## src/rtl/mult_div_unit_pkg.sv

```systemverilog
// Shared constants for the iterative multiply/divide unit: widths, iteration
// count and state encoding.
package mult_div_unit_pkg;

  localparam int         MDU_WIDTH = 32;
  localparam logic [5:0] ITER      = 6'd32;

  localparam logic [1:0] S_IDLE = 2'd0;
  localparam logic [1:0] S_MUL  = 2'd1;
  localparam logic [1:0] S_DIV  = 2'd2;
  localparam logic [1:0] S_DONE = 2'd3;

  localparam logic [MDU_WIDTH-1:0] INT_MIN = 32'h8000_0000;

endpackage

```

## src/rtl/mult_div_unit_div_step.sv

```systemverilog
// One restoring-division iteration: trial-subtract the divisor from the shifted
// partial remainder and keep the difference only when it does not borrow.
module div_step #(
  parameter int WIDTH = 32
) (
  input  logic [WIDTH:0]   i_rem,
  input  logic [WIDTH-1:0] i_divisor,
  output logic [WIDTH-1:0] o_rem,
  output logic             o_qbit
);

  logic [WIDTH:0] w_diff;

  assign w_diff = i_rem - {1'b0, i_divisor};
  assign o_qbit = ~w_diff[WIDTH];
  assign o_rem  = o_qbit ? w_diff[WIDTH-1:0] : i_rem[WIDTH-1:0];

endmodule

```

## src/rtl/mult_div_unit.sv

```systemverilog
// Iterative signed 32-bit multiply/divide for the execute stage: one bit per
// cycle on operand magnitudes, sign fix-up and exception flagging at completion.
module mult_div_unit
  import mult_div_unit_pkg::*;
#(
  parameter int WIDTH = MDU_WIDTH
) (
  input  logic             clock,
  input  logic             reset,
  input  logic [WIDTH-1:0] operandA,
  input  logic [WIDTH-1:0] operandB,
  input  logic             ctrl_MULT,
  input  logic             ctrl_DIV,
  output logic [WIDTH-1:0] result,
  output logic             exception,
  output logic             resultRDY,
  output logic             busy
);

  logic [1:0]         r_state;
  logic [5:0]         r_count;
  logic               r_busy;
  logic               r_rdy;
  logic               r_exc;
  logic [WIDTH-1:0]   r_result;
  logic               r_is_div;
  logic               r_neg;
  logic               r_b_zero;
  logic               r_div_ovf;
  logic [2*WIDTH-1:0] r_acc;
  logic [WIDTH-1:0]   r_opb_mag;

  logic               w_start;
  logic               w_last;
  logic [WIDTH-1:0]   w_a_mag;
  logic [WIDTH-1:0]   w_b_mag;
  logic [WIDTH:0]     w_sum;
  logic [2*WIDTH-1:0] w_mul_acc;
  logic [WIDTH:0]     w_shift;
  logic [WIDTH-1:0]   w_rem_next;
  logic               w_qbit;
  logic [2*WIDTH-1:0] w_div_acc;
  logic [2*WIDTH-1:0] w_prod;
  logic [WIDTH-1:0]   w_quo;
  logic [WIDTH-1:0]   w_final;
  logic               w_final_exc;

  assign w_start = ctrl_MULT | ctrl_DIV;
  assign w_last  = (r_count == ITER);
  assign w_a_mag = operandA[WIDTH-1] ? -operandA : operandA;
  assign w_b_mag = operandB[WIDTH-1] ? -operandB : operandB;

  // Accumulator layout: upper half is the running sum / partial remainder,
  // lower half holds the multiplier / dividend bits being consumed.
  assign w_sum     = {1'b0, r_acc[2*WIDTH-1:WIDTH]} + (r_acc[0] ? {1'b0, r_opb_mag} : '0);
  assign w_mul_acc = {w_sum, r_acc[WIDTH-1:1]};

  assign w_shift   = {r_acc[2*WIDTH-1:WIDTH], r_acc[WIDTH-1]};
  assign w_div_acc = {w_rem_next, r_acc[WIDTH-2:0], w_qbit};

  div_step #(.WIDTH(WIDTH)) u_div_step (
    .i_rem     (w_shift),
    .i_divisor (r_opb_mag),
    .o_rem     (w_rem_next),
    .o_qbit    (w_qbit)
  );

  always_comb begin
    w_prod      = r_neg ? -r_acc : r_acc;
    w_quo       = r_neg ? -r_acc[WIDTH-1:0] : r_acc[WIDTH-1:0];
    w_final     = w_prod[WIDTH-1:0];
    w_final_exc = ~((&w_prod[2*WIDTH-1:WIDTH-1]) | ~(|w_prod[2*WIDTH-1:WIDTH-1]));
    if (r_is_div) begin
      if (r_b_zero) begin
        w_final     = '0;
        w_final_exc = 1'b1;
      end else if (r_div_ovf) begin
        w_final     = INT_MIN;
        w_final_exc = 1'b1;
      end else begin
        w_final     = w_quo;
        w_final_exc = 1'b0;
      end
    end
  end

  always_ff @(posedge clock or posedge reset) begin
    if (reset) begin
      r_state   <= S_IDLE;
      r_count   <= '0;
      r_busy    <= 1'b0;
      r_rdy     <= 1'b0;
      r_exc     <= 1'b0;
      r_result  <= '0;
      r_is_div  <= 1'b0;
      r_neg     <= 1'b0;
      r_b_zero  <= 1'b0;
      r_div_ovf <= 1'b0;
    end else begin
      r_rdy <= 1'b0;
      if (w_start) begin
        r_state   <= ctrl_MULT ? S_MUL : S_DIV;
        r_count   <= '0;
        r_busy    <= 1'b1;
        r_is_div  <= ~ctrl_MULT;
        r_neg     <= operandA[WIDTH-1] ^ operandB[WIDTH-1];
        r_b_zero  <= (operandB == '0);
        r_div_ovf <= (operandA == INT_MIN) && (operandB == '1);
      end else begin
        case (r_state)
          S_MUL, S_DIV: begin
            if (w_last) begin
              r_state  <= S_DONE;
              r_busy   <= 1'b0;
              r_rdy    <= 1'b1;
              r_result <= w_final;
              r_exc    <= w_final_exc;
            end else begin
              r_count <= r_count + 6'd1;
            end
          end
          default: r_state <= S_IDLE;
        endcase
      end
    end
  end

  // Datapath registers carry no reset; they are reloaded by every start.
  always_ff @(posedge clock) begin
    if (w_start) begin
      r_acc     <= {{WIDTH{1'b0}}, w_a_mag};
      r_opb_mag <= w_b_mag;
    end else if (r_busy && !w_last) begin
      r_acc <= r_is_div ? w_div_acc : w_mul_acc;
    end
  end

  assign result    = r_result;
  assign exception = r_exc;
  assign resultRDY = r_rdy;
  assign busy      = r_busy;

endmodule

```

## config.mk

```make
export PLATFORM = sky130hd
export DESIGN_NAME = mult_div_unit
export DESIGN_NICKNAME = d
export VERILOG_FILES = /design/src/rtl/mult_div_unit_pkg.sv /design/src/rtl/mult_div_unit_div_step.sv /design/src/rtl/mult_div_unit.sv
export SDC_FILE = /design/constraint.sdc
export NUM_CORES = 1
export LEC_CHECK = 0
export CAP_MARGIN = 0
export CORE_MARGIN = 1.5
export CORE_UTILIZATION = 60
export DETAILED_ROUTE_END_ITERATION = 8
export GPL_TIMING_DRIVEN = 0
export MAX_ROUTING_LAYER = met4
export PLACE_DENSITY = 0.82
export SETUP_SLACK_MARGIN = 0.3
export SYNTH_ARGS = -nofsm -noshare
export SYNTH_HDL_FRONTEND = slang
export SYNTH_HIERARCHICAL = 1
export SYNTH_SLANG_ARGS = --single-unit
```

## constraint.sdc

```tcl
create_clock -name clock -period 11.1 [get_ports clock]
set_input_delay 1.11 -clock clock [delete_from_list [all_inputs] [get_ports clock]]
set_output_delay 1.11 -clock clock [all_outputs]
set_load 0.01 [all_outputs]
```

=== Yosys cells after proc, flatten, opt, wreduce, memory -nomap -nowiden ===
Index checks and enable logic that the tools add are counted.

* Add/subtract/negate cells: 7
* Multiplexer cells: 28
* Bitwise operators: 8
* Reductions and logical operators: 13
* Equality and inequality tests: 7

{| class="wikitable"
|+ Operators with widths
! operator !! count
|-
| 32-bit two-way mux || 9
|-
| 64-bit two-way mux || 2
|-
| 32-bit negation || 3
|-
| 32-bit equality test (second input constant) || 2
|-
| 64-bit negation || 1
|-
| 32-bit by 32-bit adder with 33-bit output || 1
|-
| 33-bit AND reduction || 1
|-
| 33-bit OR reduction || 1
|-
| 33-bit by 32-bit subtractor with 33-bit output || 1
|-
| 32-bit logical NOT || 1
|-
| 31-bit two-way mux || 1
|-
| 6-bit two-way mux || 3
|-
| 1-bit two-way mux || 9
|-
| 2-bit two-way mux || 4
|-
| 6-bit by 1-bit adder with 6-bit output (second input constant) || 1
|-
| 6-bit equality test (second input constant) || 1
|-
| 2-bit nonzero test || 3
|-
| 1-bit inverter || 5
|-
| 2-bit AND reduction || 2
|-
| 3-bit inequality test (second input constant) || 1
|-
| 3-bit AND reduction || 1
|-
| 2-bit by 1-bit equality test with 1-bit output (second input constant) || 1
|-
| 2-bit equality test (second input constant) || 1
|-
| 1-bit logical AND || 2
|-
| other kinds (5) || 6
|}

* Input bits: 68
* Register bits after elaboration: 143

=== Longest topological paths before layout ===
Gate-level depths: netlist of the first run.

* Word-level depth: 7
* Depth in mapped cells: 18
* Gate-level depth less buffers: 16

=== By module ===
Netlist of the first run, hierarchy kept.

{| class="wikitable"
|+ By module, submodules not included
! module !! cells each !! sequential area each (um^2) !! area an instance (um^2) !! times used
|-
| mult_div_unit || 1,248 || 3,738.6 || 10,744.1 || 1
|-
| div_step || 305 || 0.0 || 2,358.5 || 1
|}

=== Least setup slack after synthesis of the first run ===
Ideal clock, no wire load.

* Path type: input -> register
* From: input port operandA[4]
* To: register r_acc[30] (data pin)
* Slack: 7,224 ps
* Arrival: 3,558 ps
* Stages on the path: 9
* Data required time: 10,782 ps
* Cells stage by stage: nor4_2 > nand3_1 > or3_1 > or3_1 > or3_1 > or2_2 > o41ai_1 > xor2_1 > a21oi_1

* Cells in the longest elaborated chain, start to end: 3

{| class="wikitable"
|+ RTL lines
! element !! RTL line !! source
|-
| from (decl) || mult_div_unit.sv:10 || <nowiki>input logic [WIDTH-1:0] operandA,</nowiki>
|-
| 32-bit negation || mult_div_unit.sv:50 || <nowiki>assign w_a_mag = operandA[WIDTH-1] ? -operandA : operandA;</nowiki>
|-
| 32-bit two-way mux || mult_div_unit.sv:50 ||
|-
| 32-bit two-way mux || mult_div_unit.sv:130 || <nowiki>if (w_start) begin</nowiki>
|-
| to (signal assigned) || mult_div_unit.sv:131 || <nowiki>r_acc <= {{WIDTH{1'b0}}, w_a_mag};</nowiki>
|-
| to (signal assigned) || mult_div_unit.sv:134 || <nowiki>r_acc <= r_is_div ? w_div_acc : w_mul_acc;</nowiki>
|-
| to (decl) || mult_div_unit.sv:30 || <nowiki>logic [2*WIDTH-1:0] r_acc;</nowiki>
|}

Every way passes these cells.
A chain may end at the register's enable or synchronous reset.

=== Worst setup path in the final report of the first run ===
* From: register r_acc[0]
* To: register r_acc[61]

* Cells in the longest elaborated chain, start to end: 3

{| class="wikitable"
|+ RTL lines
! element !! RTL line !! source
|-
| 32-bit two-way mux || mult_div_unit.sv:55 || <nowiki>assign w_sum = {1'b0, r_acc[2*WIDTH-1:WIDTH]} + (r_acc[0] ? {1'b0, r_opb_mag} : '0);</nowiki>
|-
| 32-bit by 32-bit adder with 33-bit output || mult_div_unit.sv:55 ||
|-
| 64-bit two-way mux || mult_div_unit.sv:134 ||
|}

Every way passes these cells.

==> out/qor.yml, run 1 <==
sta:
  fin_skew_ns: 0.0156
  slew_violations: 0
  period_minus_slack_ns: 5.04
  setup_tns_ns: 0
  tightest_slew_ns: 1.27
  relSlewSlack_pct: 15.4
  finalSetupViolCount: 0
  rsz0062_at_grt: "no"
  max_freq_ghz: 0.199
  fin_ws_ns: 6.06
  min_period_over_period_pct: 45.4
  hold_viol_final: 0
global_route:
  grt_pass1_wl_um: 62100
  antenna_found_initial: 1
  grt_pass1_vias: 11500
  gr-total-overflow: 0
  grt_usage_pct: 36.5
  grt_max_degree: 42
setup_path:
  r2r-start: "r_acc[0]"
  cp_data_required_time_ns: 11.42
  reg2regPathDepth: 13
  r2r-end: "r_acc[61]"
  start_kind: "flop"
  critPathMaxFanout: 10
  crit_slowest_cell: "o32ai_1"
  worst_ep_arrival_time_ns: 5.36
  crit_path_end: "r_acc[61]"
  critPathMaxStageDelay_ns: 0.63
  crit_chain: "clkbuf_1 -> and2_1 -> ha_1 -> fa_1 -> a211oi_1 -> o21ai_0 -> a221oi_1 -> nor4_1 -> o32ai_1 -> o31a_1 -> a31oi_1 -> and3_1 -> or3_1"
  endpoint_kind: "flop"
  critPathKind: "flop to flop"
  crit_path_start: "r_acc[0]"
  r2r_slack_ns: 6.06
drt:
  ant_nets: 0
  drt_iter0_drc: 1257
  drt-wirelength-per-cell_um: 20.1
  met3_wirelength_um: 3910
  dr_wl_met2_um: 17400
  routed.top_layer: "met4"
  drtPass1Iterations: 6
  num_vias: 12800
  drt_wl_total_um: 39500
  vias_per_cell: 6.52
  wl_met1_um: 17500
  drc: 0
floorplanning:
  core_area_mm2: 0.0212
  die_w_um: 151
  ios: 103
  rows: 53
  initial_core_util_pct: 61.7
  fp.dieH_um: 151
  die_area_mm2: 0.0227
clock_tree:
  numCtsBuffers: 17
  cts_sinks: 143
  tritoncts: "done"
  clock_tree.buffer_depth: 2
  post_cts_buffers: 0
  cts_root_buffer: "clkbuf_16"
  hold_buffers: 0
  path_clk_slew_ns: 0.07
  worst_skew_pair.late_latency_ns: 0.44
  htreeDepth: 4
  cts_resized: 0
logic_synthesis:
  synth_xor_xnor_area_share_pct: 11.3
  synth_compound_area_share_pct: 22.3
  mappedNetlistArea_mm2: 0.0131
  netlist.area_leader.share_pct: 14.7
  synth_top_family_by_area: "compound AO/OA/AOI/OAI gates"
  netlist_instances: 1553
  synth_fa_ha_area_share_pct: 6.99
  synth_seq_cells: 143
  synth_nets: 1693
  synth.avg_cell_area_um2: 8.44
  synthDistinctLibCells: 96
  synth_flop_cell: "edfxtp_1"
  synth_edf_count: 64
  yosysTopAreaCell: "edfxtp_1"
  ys_top_cells_by_count: "150 x nand2_1, 136 x o21ai_0, 101 x a21oi_1"
  synth_mux_area_share_pct: 5.30
  yosys_warnings: 6
  synthMostInstantiatedCell: "nand2_1"
  async_flop_share_pct: 32.9
  yosys.area_share.simple_pct: 20.7
  yosys-top-cells-area: "edfxtp_1 15%, dfrtp_1 9.0%, ha_1 6.7%"
  ys_seq_area_share_pct: 28.5
finish:
  ff_latch_area_mm2: 0.00374
  drive_above_1_share_pct: 6.22
  syn_to_final_growth_pct: 14.9
  num_antenna_cells: 0
  fin_nets: 1814
  fin_area_mm2: 0.0151
  fin_util_pct: 71.0
  multi_input_area_mm2: 0.00873
  n_fill_cell: 1753
power:
  leakagePower_nw: 6.15
  power.density_mw_per_mm2: 121
  irDropWorstVdd_uv: 94.6
job:
  max-cap-violations: 0
placement:
  portBuffers: 101
  pre_cts_ws_ns: 6.26
  place_congestion: 1.01
  dp_hpwl_um: 31000
  dpl-instance-area_mm2: 0.0145
hold_path:
  hold_class: "flop to flop"
  hold-path-cell-count: 2
run_status:
  status: "complete, no violations"
flip-flops by register name, indices dropped and copies added, names as in the netlist:
signal	flops
busy	1
exception	1
r_acc	64
r_b_zero	1
r_count	6
r_div_ovf	1
r_is_div	1
r_neg	1
r_opb_mag	32
r_state	2
result	32
resultRDY	1
per-stage QoR:
stage	power [mW]	cells	hold WS, ns
2_1_floorplan	1.06	1553	0.466
3_3_place_gp	1.22	1929	0.460
3_5_place_dp	1.23	1930	0.470
4_1_cts	1.81	1962	0.484
5_1_grt	1.90	1962	0.499
6_report	1.82	1962	0.478
final cells by class:
cell class / count / share of cell area [%]
multi-input combinational: 1273 / 58.0
sequential: 143 / 24.8
timing repair buffer: 102 / 6.85
clock buffer: 20 / 3.07
buffer: 77 / 2.66
tap: 275 / 2.29
inverter: 60 / 1.55
clock inverter: 12 / 0.781
per-layer routing:
metal	vias to the layer above	GRT usage (%)
li1	6018	-
met1	6048	51.8
met2	667	54.2
met3	50	5.72
met4	0	9.76
met5	-	-
how the worst min path moves through the flow:
stage	end	from	slack, ns
floorplan	r_div_ovf	r_div_ovf	0.47
global placement	result[25]	result[25]	0.46
detailed placement	result[29]	result[29]	0.47
CTS	result[29]	result[29]	0.48
global route	result[31]	result[31]	0.50
finish	result[4]	result[4]	0.48
where the power goes:
group / internal [mW] / switching (mW) / leakage [nW] / total, mW
clock: 0.330 / 0.253 / 0.287 / 0.583
sequential: 0.601 / 0.0681 / 1.56 / 0.669
combinational: 0.246 / 0.326 / 4.30 / 0.572
kinds of logic (layout without fill, tap and decap cells):
family                     Yosys count  after routing
buffers and inverters              137            271
xor gates and xnor gates           169            169
AOI/OAI and AO/OA                  453            453
muxes                               58             58
adders and majority gates           72             72
and+or+nand+nor                    521            521
DFF                                143            143
cells in the final DEF (no fill, tap or decap), types with 33 or more instances in the layout:
cell,count
inv_1,57
a21oi_1,101
o21ai_0,136
xnor2_1,83
and2_1,34
o31ai_1,39
nand3_1,37
clkdlybuf4s50_1,101
ha_1,70
mux2i_1,33
nand2_1,150
dfrtp_1,47
edfxtp_1,64
clkbuf_1,55
nor2_1,93
xor2_1,86
critical path, delay by kind of cell, from the launching register on:
family / cells / cell delay (ns)
compound gates: 6 / 2.36
buf+inv: 1 / 0.35
fa+ha+maj: 2 / 0.68
flops: 1 / 0.62
simple gates: 4 / 0.91
(Power assumes the default switching activity.)
==> run 2: changes to the inputs <==
--- a/config.mk
+++ b/config.mk
@@ -7,11 +7,11 @@
 export LEC_CHECK = 0
 export CAP_MARGIN = 0
 export CORE_MARGIN = 1.5
-export CORE_UTILIZATION = 60
+export CORE_UTILIZATION = 55
 export DETAILED_ROUTE_END_ITERATION = 8
 export GPL_TIMING_DRIVEN = 0
 export MAX_ROUTING_LAYER = met4
-export PLACE_DENSITY = 0.82
+export PLACE_DENSITY = 0.79
 export SETUP_SLACK_MARGIN = 0.3
 export SYNTH_ARGS = -nofsm -noshare
 export SYNTH_HDL_FRONTEND = slang
==> constraint.sdc (replaced) <==
create_clock -name clock -period 4.6 [get_ports clock]
set_input_delay 0.46 -clock clock [delete_from_list [all_inputs] [get_ports clock]]
set_output_delay 0.46 -clock clock [all_outputs]
set_load 0.01 [all_outputs]
==> run 2 against run 1 <==
Against the previous run: design area grew 1.1%; via count fell by 1.1%; worst setup slack lost 5.6 ns; power rose by 140%.
==> out/qor.yml, run 2 (synthesis gave the netlist of run 1 again) <==
setup_path:
  r2r_slack_ns: 0.45  # was 6.06 ns
  cpMostUsedCell: "buf_12"
  crit_slowest_cell: "edfxtp_1"  # was o32ai_1
  reg2regPathDepth: 17  # was 13
  start_kind: "flop"  # unchanged
  crit_chain: "inv_1 -> ha_1 -> fa_1 -> and2b_1 -> o2111ai_2 -> a21oi_2 -> o2111ai_1 -> a211oi_2 -> nor2_4 -> mux2i_4 -> and2_4 -> buf_12 -> inv_8 -> buf_12 -> mux2_4 -> a22oi_1 -> o21ai_0"  # was clkbuf_1 -> and2_1 -> ha_1 -> fa_1 -> a211oi_1 -> o21ai_0 -> a221oi_1 -> nor4_1 -> o32ai_1 -> o31a_1 -> a31oi_1 -> and3_1 -> or3_1
  endpoint_kind: "flop"  # unchanged
  critPathMaxFanout: 10  # unchanged
  critPathMaxStageDelay_ns: 0.43  # was 0.63 ns
  r2r-end: "r_acc[59]"  # was r_acc[61]
  cp_data_required_time_ns: 4.90  # was 11.42 ns
  worst_ep_arrival_time_ns: 4.45  # was 5.36 ns
  critPathKind: "flop to flop"  # unchanged
  crit_family: "compound AO/OA/AOI/OAI gates"  # unchanged
  crit_buf_inv: 4  # was 1
  r2r-start: "r_acc[31]"  # was r_acc[0]
finish:
  largest_reg_flops: 64  # unchanged
  mostFrequentLayoutCells: "150 x nand2_1, 136 x o21ai_0, 101 x a21oi_1, 101 x clkdlybuf4s50_1, 93 x nor2_1"  # unchanged
  fin_nets: 1821  # was 1814
  final_common_cell: "nand2_1"  # unchanged
  largest-register: "r_acc"  # unchanged
  multi_input_area_mm2: 0.00875  # was 0.00873 mm^2
  fin_util_pct: 65.1  # was 71.0%
  ff_latch_area_mm2: 0.00374  # unchanged
  drive_above_1_share_pct: 6.85  # was 6.22%
  stdcell_count: 2014  # was 1962
  n_fill_cell: 2024  # was 1753
  syn_to_final_growth_pct: 16.2  # was 14.9%
drt:
  ant_nets: 0  # unchanged
  drt_wl_total_um: 39300  # was 39500 um
  drc: 0  # unchanged
  drtPass1Iterations: 7  # was 6
  drt_iter0_drc: 1065  # was 1257
  num_vias: 12600  # was 12800
  drt-wirelength-per-cell_um: 19.5  # was 20.1 um
  vias_per_cell: 6.28  # was 6.52
placement:
  portBuffers: 101  # unchanged
  place_congestion: 1.01  # about the same
  dp_hpwl_um: 31000  # about the same
  dp.cells: 1974  # was 1930
  pre_cts_ws_ns: -0.0704  # was 6.26 ns
sta:
  hold_viol_final: 0  # unchanged
  fin_skew_ns: 0.0188  # was 0.0156 ns
  tightest_slew_ns: 1.22  # was 1.27 ns
  fin_ws_ns: 0.450  # was 6.06 ns
  min_period_over_period_pct: 90.2  # was 45.4%
  finalSetupViolCount: 0  # unchanged
  period_minus_slack_ns: 4.15  # was 5.04 ns
  max_freq_ghz: 0.241  # was 0.199 GHz
  slew_violations: 0  # unchanged
  relSlewSlack_pct: 18.3  # was 15.4%
  rsz0062_at_grt: "yes"  # was no
power:
  p_seq_share_pct: 36.2  # was 36.7%
  leakagePower_nw: 6.19  # was 6.15 nW
  power_switching_share_pct: 36.7  # was 35.5%
  power.share.clock_pct: 32.3  # was 32.0%
  p_comb_share_pct: 31.5  # was 31.4%
  p_int_mw: 2.79  # was 1.18 mW
  irDropWorstVdd_uv: 233  # was 94.6 uV
  power.density_mw_per_mm2: 290  # was 121 mW/mm^2
  switchingPower_mw: 1.62  # was 0.647 mW
floorplanning:
  fp.dieH_um: 157  # was 151 um
  ios: 103  # unchanged
  core_area_mm2: 0.0234  # was 0.0212 mm^2
  rows: 56  # was 53
  die_area_mm2: 0.0248  # was 0.0227 mm^2
  die_w_um: 157  # was 151 um
  initial_core_util_pct: 56.0  # was 61.7%
clock_tree:
  path_clk_slew_ns: 0.08  # was 0.07 ns
  htreeDepth: 4  # unchanged
  worst_skew_pair.late_latency_ns: 0.43  # was 0.44 ns
  cts_sinks: 143  # unchanged
  numCtsBuffers: 17  # unchanged
  cts_root_buffer: "clkbuf_16"  # unchanged
  tritoncts: "done"  # unchanged
  hold_buffers: 0  # unchanged
  clock_tree.buffer_depth: 2  # unchanged
hold_path:
  hold_class: "primary input to asynchronous set/reset pin"  # was flop to flop
global_route:
  gr-total-overflow: 0  # unchanged
  grt_pass1_wl_um: 62200  # was 62100 um
  grt_max_degree: 42  # unchanged
  grt_usage_pct: 33.1  # was 36.5%
  antenna_found_initial: 1  # unchanged
  grt_pass1_vias: 11700  # was 11500
job:
  max-cap-violations: 0  # unchanged
run_status:
  status: "complete, no violations"  # unchanged
## run 2: worst max path at each step
stage / from / end / slack (ns) / cells after the start
finish: r_acc[31] / r_acc[59] / 0.45 / 17
global route: r_acc[0] / r_acc[61] / 0.28 / 14
CTS: r_acc[0] / r_acc[61] / 0.26 / 13
detailed placement: r_acc[0] / r_acc[61] / -0.07 / 13
global placement: r_acc[0] / r_acc[61] / -0.02 / 13
floorplan: r_acc[0] / r_acc[61] / 0.94 / 13
## run 2: through the flow
stage | hold WS [ns] | TNS (ns) | total power [mW] | cell area (um^2)
finish | 0.351 | 0 | 4.41 | 15200
global route | 0.408 | 0 | 4.60 | 15200
CTS | 0.355 | 0 | 4.37 | 15200
detailed placement | 0.470 | -0.0704 | 2.96 | 14500
global placement | 0.463 | -0.0207 | 2.92 | 14500
floorplan | 0.466 | 0 | 2.55 | 13100
## run 2: what timing repair did
action / in CTS / in global routing
resized for setup: 2 / 1
pin swaps: 0 / 1
buffers inserted: 2 / 5
endpoints found under the setup margin: 6 / 13
## run 2: per-layer routing
layer	track usage, %	wire [um]	vias to the layer above
met5	-	0	-
met4	11.5	1160	0
li1	-	-	6012
met1	44.2	17000	5935
met3	4.32	3370	72
met2	51.5	17700	619
## run 2: worst register-to-register path, stage by stage, from the launching register on
cell and delay (ns):
edfxtp_1 0.43, inv_1 0.06, ha_1 0.24, fa_1 0.41, and2b_1 0.25, o2111ai_2 0.16
a21oi_2 0.26, o2111ai_1 0.25, a211oi_2 0.35, nor2_4 0.10, mux2i_4 0.27, and2_4 0.21
buf_12 0.13, inv_8 0.05, buf_12 0.14, mux2_4 0.30, a22oi_1 0.28, o21ai_0 0.14
## run 2: cell type report
class / instances / share of cell area, %
multi-input combinational: 1273 / 57.5
sequential: 143 / 24.6
timing repair buffer: 109 / 7.12
clock buffer: 17 / 2.79
buffer: 77 / 2.63
tap: 319 / 2.62
inverter: 60 / 1.53
clock inverter: 15 / 1.25
antenna: 1 / 0.0164
## run 2: power groups by stage
stage	clock (mW)	sequential (mW)	combinational [mW]
detailed placement	0	1.62	1.34
global placement	0	1.61	1.31
floorplan	0	1.56	0.990
CTS	1.43	1.59	1.35
finish	1.42	1.60	1.39
global route	1.48	1.61	1.51
==> run 3: changes to the inputs <==
--- a/config.mk
+++ b/config.mk
@@ -7,11 +7,10 @@
 export LEC_CHECK = 0
 export CAP_MARGIN = 0
 export CORE_MARGIN = 1.5
-export CORE_UTILIZATION = 55
+export CORE_UTILIZATION = 30
 export DETAILED_ROUTE_END_ITERATION = 8
 export GPL_TIMING_DRIVEN = 0
 export MAX_ROUTING_LAYER = met4
-export PLACE_DENSITY = 0.79
 export SETUP_SLACK_MARGIN = 0.3
 export SYNTH_ARGS = -nofsm -noshare
 export SYNTH_HDL_FRONTEND = slang
==> run 3 against run 2 <==
Against the previous run: clock skew fell by 0.0034 ns; clock power hardly changed; routed wire length grew 8.1%; worst hold slack about the same; via count down 1.7%; critical endpoint is now r_acc[63]; count of clock-buffer cells in the layout rose by 1; utilization fell by 29 points; die area up 82%.
==> out/qor.yml, run 3 (synthesis gave the netlist of run 1 again) <==
finish:
  fin_util_pct: 36.0  # was 65.1%
  mostFrequentLayoutCells: "150 x nand2_1, 136 x o21ai_0, 101 x a21oi_1, 101 x clkdlybuf4s50_1, 93 x nor2_1"  # unchanged
  syn_to_final_growth_pct: 18.4  # was 16.2%
  num_antenna_cells: 0  # was 1
  drive_above_1_share_pct: 6.80  # was 6.85%
  fin_area_mm2: 0.0155  # was 0.0152 mm^2
  fin_nets: 1818  # was 1821
  final_common_cell: "nand2_1"  # unchanged
  largest-register: "r_acc"  # unchanged
  largest_reg_flops: 64  # unchanged
floorplanning:
  ios: 103  # unchanged
  core_area_mm2: 0.0431  # was 0.0234 mm^2
  die_area_mm2: 0.0449  # was 0.0248 mm^2
  rows: 76  # was 56
  initial_core_util_pct: 30.4  # was 56.0%
  die_w_um: 212  # was 157 um
  fp.dieH_um: 212  # was 157 um
sta:
  hold_viol_final: 0  # unchanged
  fin_ws_ns: 0.510  # was 0.450 ns
  tightest_slew_ns: 1.27  # was 1.22 ns
  rsz0062_at_grt: "no"  # was yes
  relSlewSlack_pct: 15.4  # was 18.3%
  max_freq_ghz: 0.245  # was 0.241 GHz
  min_period_over_period_pct: 88.9  # was 90.2%
  slew_violations: 0  # unchanged
  period_minus_slack_ns: 4.09  # was 4.15 ns
  finalSetupViolCount: 0  # unchanged
  timing.hold.ws_ns: 0.351  # about the same
  fin_skew_ns: 0.0154  # was 0.0188 ns
setup_path:
  critPathMaxStageDelay_ns: 0.44  # was 0.43 ns
  r2r-start: "r_opb_mag[0]"  # was r_acc[31]
  critPathKind: "flop to flop"  # unchanged
  crit_path_start: "r_opb_mag[0]"  # was r_acc[31]
  reg2regPathDepth: 17  # unchanged
  endpoint_kind: "flop"  # unchanged
  r2r_slack_ns: 0.51  # was 0.45 ns
  crit_path_end: "r_acc[63]"  # was r_acc[59]
  start_kind: "flop"  # unchanged
  r2r-end: "r_acc[63]"  # was r_acc[59]
  crit_slowest_cell: "edfxtp_1"  # unchanged
  cp_data_required_time_ns: 4.96  # was 4.90 ns
  crit_chain: "ha_1 -> fa_1 -> and2b_1 -> o2111ai_2 -> a21oi_2 -> o2111ai_2 -> a211oi_2 -> nor2_4 -> mux2i_4 -> buf_12 -> and2_4 -> buf_12 -> o31ai_1 -> o21ai_0 -> nor2_1 -> o21ai_0 -> o2111ai_1"  # was inv_1 -> ha_1 -> fa_1 -> and2b_1 -> o2111ai_2 -> a21oi_2 -> o2111ai_1 -> a211oi_2 -> nor2_4 -> mux2i_4 -> and2_4 -> buf_12 -> inv_8 -> buf_12 -> mux2_4 -> a22oi_1 -> o21ai_0
  critPathMaxFanout: 10  # unchanged
  worst_ep_arrival_time_ns: 4.45  # about the same
global_route:
  grt_pass1_wl_um: 67300  # was 62200 um
  grt_max_degree: 42  # unchanged
  gr-total-overflow: 0  # unchanged
  grt_usage_pct: 19.7  # was 33.1%
  antenna_found_initial: 0  # was 1
  grt_pass1_vias: 12000  # was 11700
placement:
  pre_cts_ws_ns: -0.208  # was -0.0704 ns
  place_congestion: 0.928  # was 1.01
  dpl-instance-area_mm2: 0.0149  # was 0.0145 mm^2
  dp_hpwl_um: 34200  # was 31000 um
  portBuffers: 101  # unchanged
clock_tree:
  clock_tree.buffer_depth: 2  # unchanged
  numCtsBuffers: 17  # unchanged
  cts_sinks: 143  # unchanged
  htreeDepth: 4  # unchanged
  path_clk_slew_ns: 0.07  # was 0.08 ns
  tritoncts: "done"  # unchanged
  cts_root_buffer: "clkbuf_16"  # unchanged
  worst_skew_pair.late_latency_ns: 0.45  # was 0.43 ns
drt:
  drt-wirelength-per-cell_um: 18.6  # was 19.5 um
  drc: 0  # unchanged
  drt_iter0_drc: 939  # was 1065
  num_vias: 12400  # was 12600
  routed.top_layer: "met4"  # unchanged
  drt_wl_total_um: 42400  # was 39300 um
  drtPass1Iterations: 6  # was 7
  met3_wirelength_um: 2100  # was 3370 um
  ant_nets: 0  # unchanged
  dr_wl_met2_um: 19900  # was 17700 um
  wl_met1_um: 19600  # was 17000 um
  vias_per_cell: 5.46  # was 6.28
hold_path:
  hold_class: "primary input to asynchronous set/reset pin"  # unchanged
job:
  max-cap-violations: 0  # unchanged
power:
  power.density_mw_per_mm2: 284  # was 290 mW/mm^2
  leakagePower_nw: 6.18  # was 6.19 nW
  totalPowerFinal_mw: 4.41  # about the same
  irDropWorstVdd_uv: 258  # was 233 uV
run_status:
  status: "complete, no violations"  # unchanged
-- run 3: changes by cell type in the layout (fill, tap and decap cells not counted) --
cell        change
dfxtp_2         +1
bufinv_16       +1
o2111ai_2       +1
dfxtp_1         -1
o2111ai_1       -1
clkinv_8        -6
diode_2         -1
inv_6           +2
inv_4           +1
clkinvlp_4      -1
clkbuf_2        +1
buf_4           -4
buf_12          +1
clkinv_2        +2
-- run 3: through the flow --
step | TNS [ns] | cells
floorplan | 0 | 1553
global placement | -0.197 | 2239
detailed placement | -0.253 | 2240
CTS | 0 | 2274
global route | 0 | 2276
finish | 0 | 2276
-- run 3: power breakdown --
group | switching (mW) | internal, mW
clock | 0.653 | 0.767
combinational | 0.798 | 0.599
sequential | 0.144 | 1.45
-- run 3: layout make-up --
cell class              count  area, um^2
multi-input cells        1273        8760
clock inverters            14         149
clock buffers              18         429
fillers                  4410       27600
flip-flops and latches    143        3740
plain buffers              77         402
inverters                  60         233
repair buffers            106        1070
well taps                 585         732
-- run 3: how the worst min path moves through the flow --
stage / to / slack (ns) / cells past startpoint
after floorplan: r_div_ovf / 0.47 / 2
after global placement: result[12] / 0.47 / 2
after detailed placement: result[14] / 0.47 / 2
after CTS: result[16] / 0.36 / 2
after global routing: result[11] / 0.39 / 2
final: result[11] / 0.35 / 2
-- run 3: what timing repair did --
| action | 4_1_cts | 5_1_grt |
|---|---|---|
| gates resized for setup | 3 | 3 |
| setup endpoints to repair | 14 | 22 |
| hold buffers | 0 | 0 |
| pin swaps | 0 | 1 |
| buffers inserted | 2 | 2 |
-- run 3: routing by layer --
metal  GRT usage [%]  up-vias
li1                -     6008
met1            26.1     5959
met2            31.7      389
met3            2.04       61
met4            5.94        0
met5               -        -
-- run 3: critical path: cells and delay by family (launching register included) --
family,cells,cell delay (ns)
simple gates,4,0.69
flops,1,0.44
compound gates,8,1.67
mux,1,0.21
fa+ha+maj,2,0.67
buf+inv,2,0.31
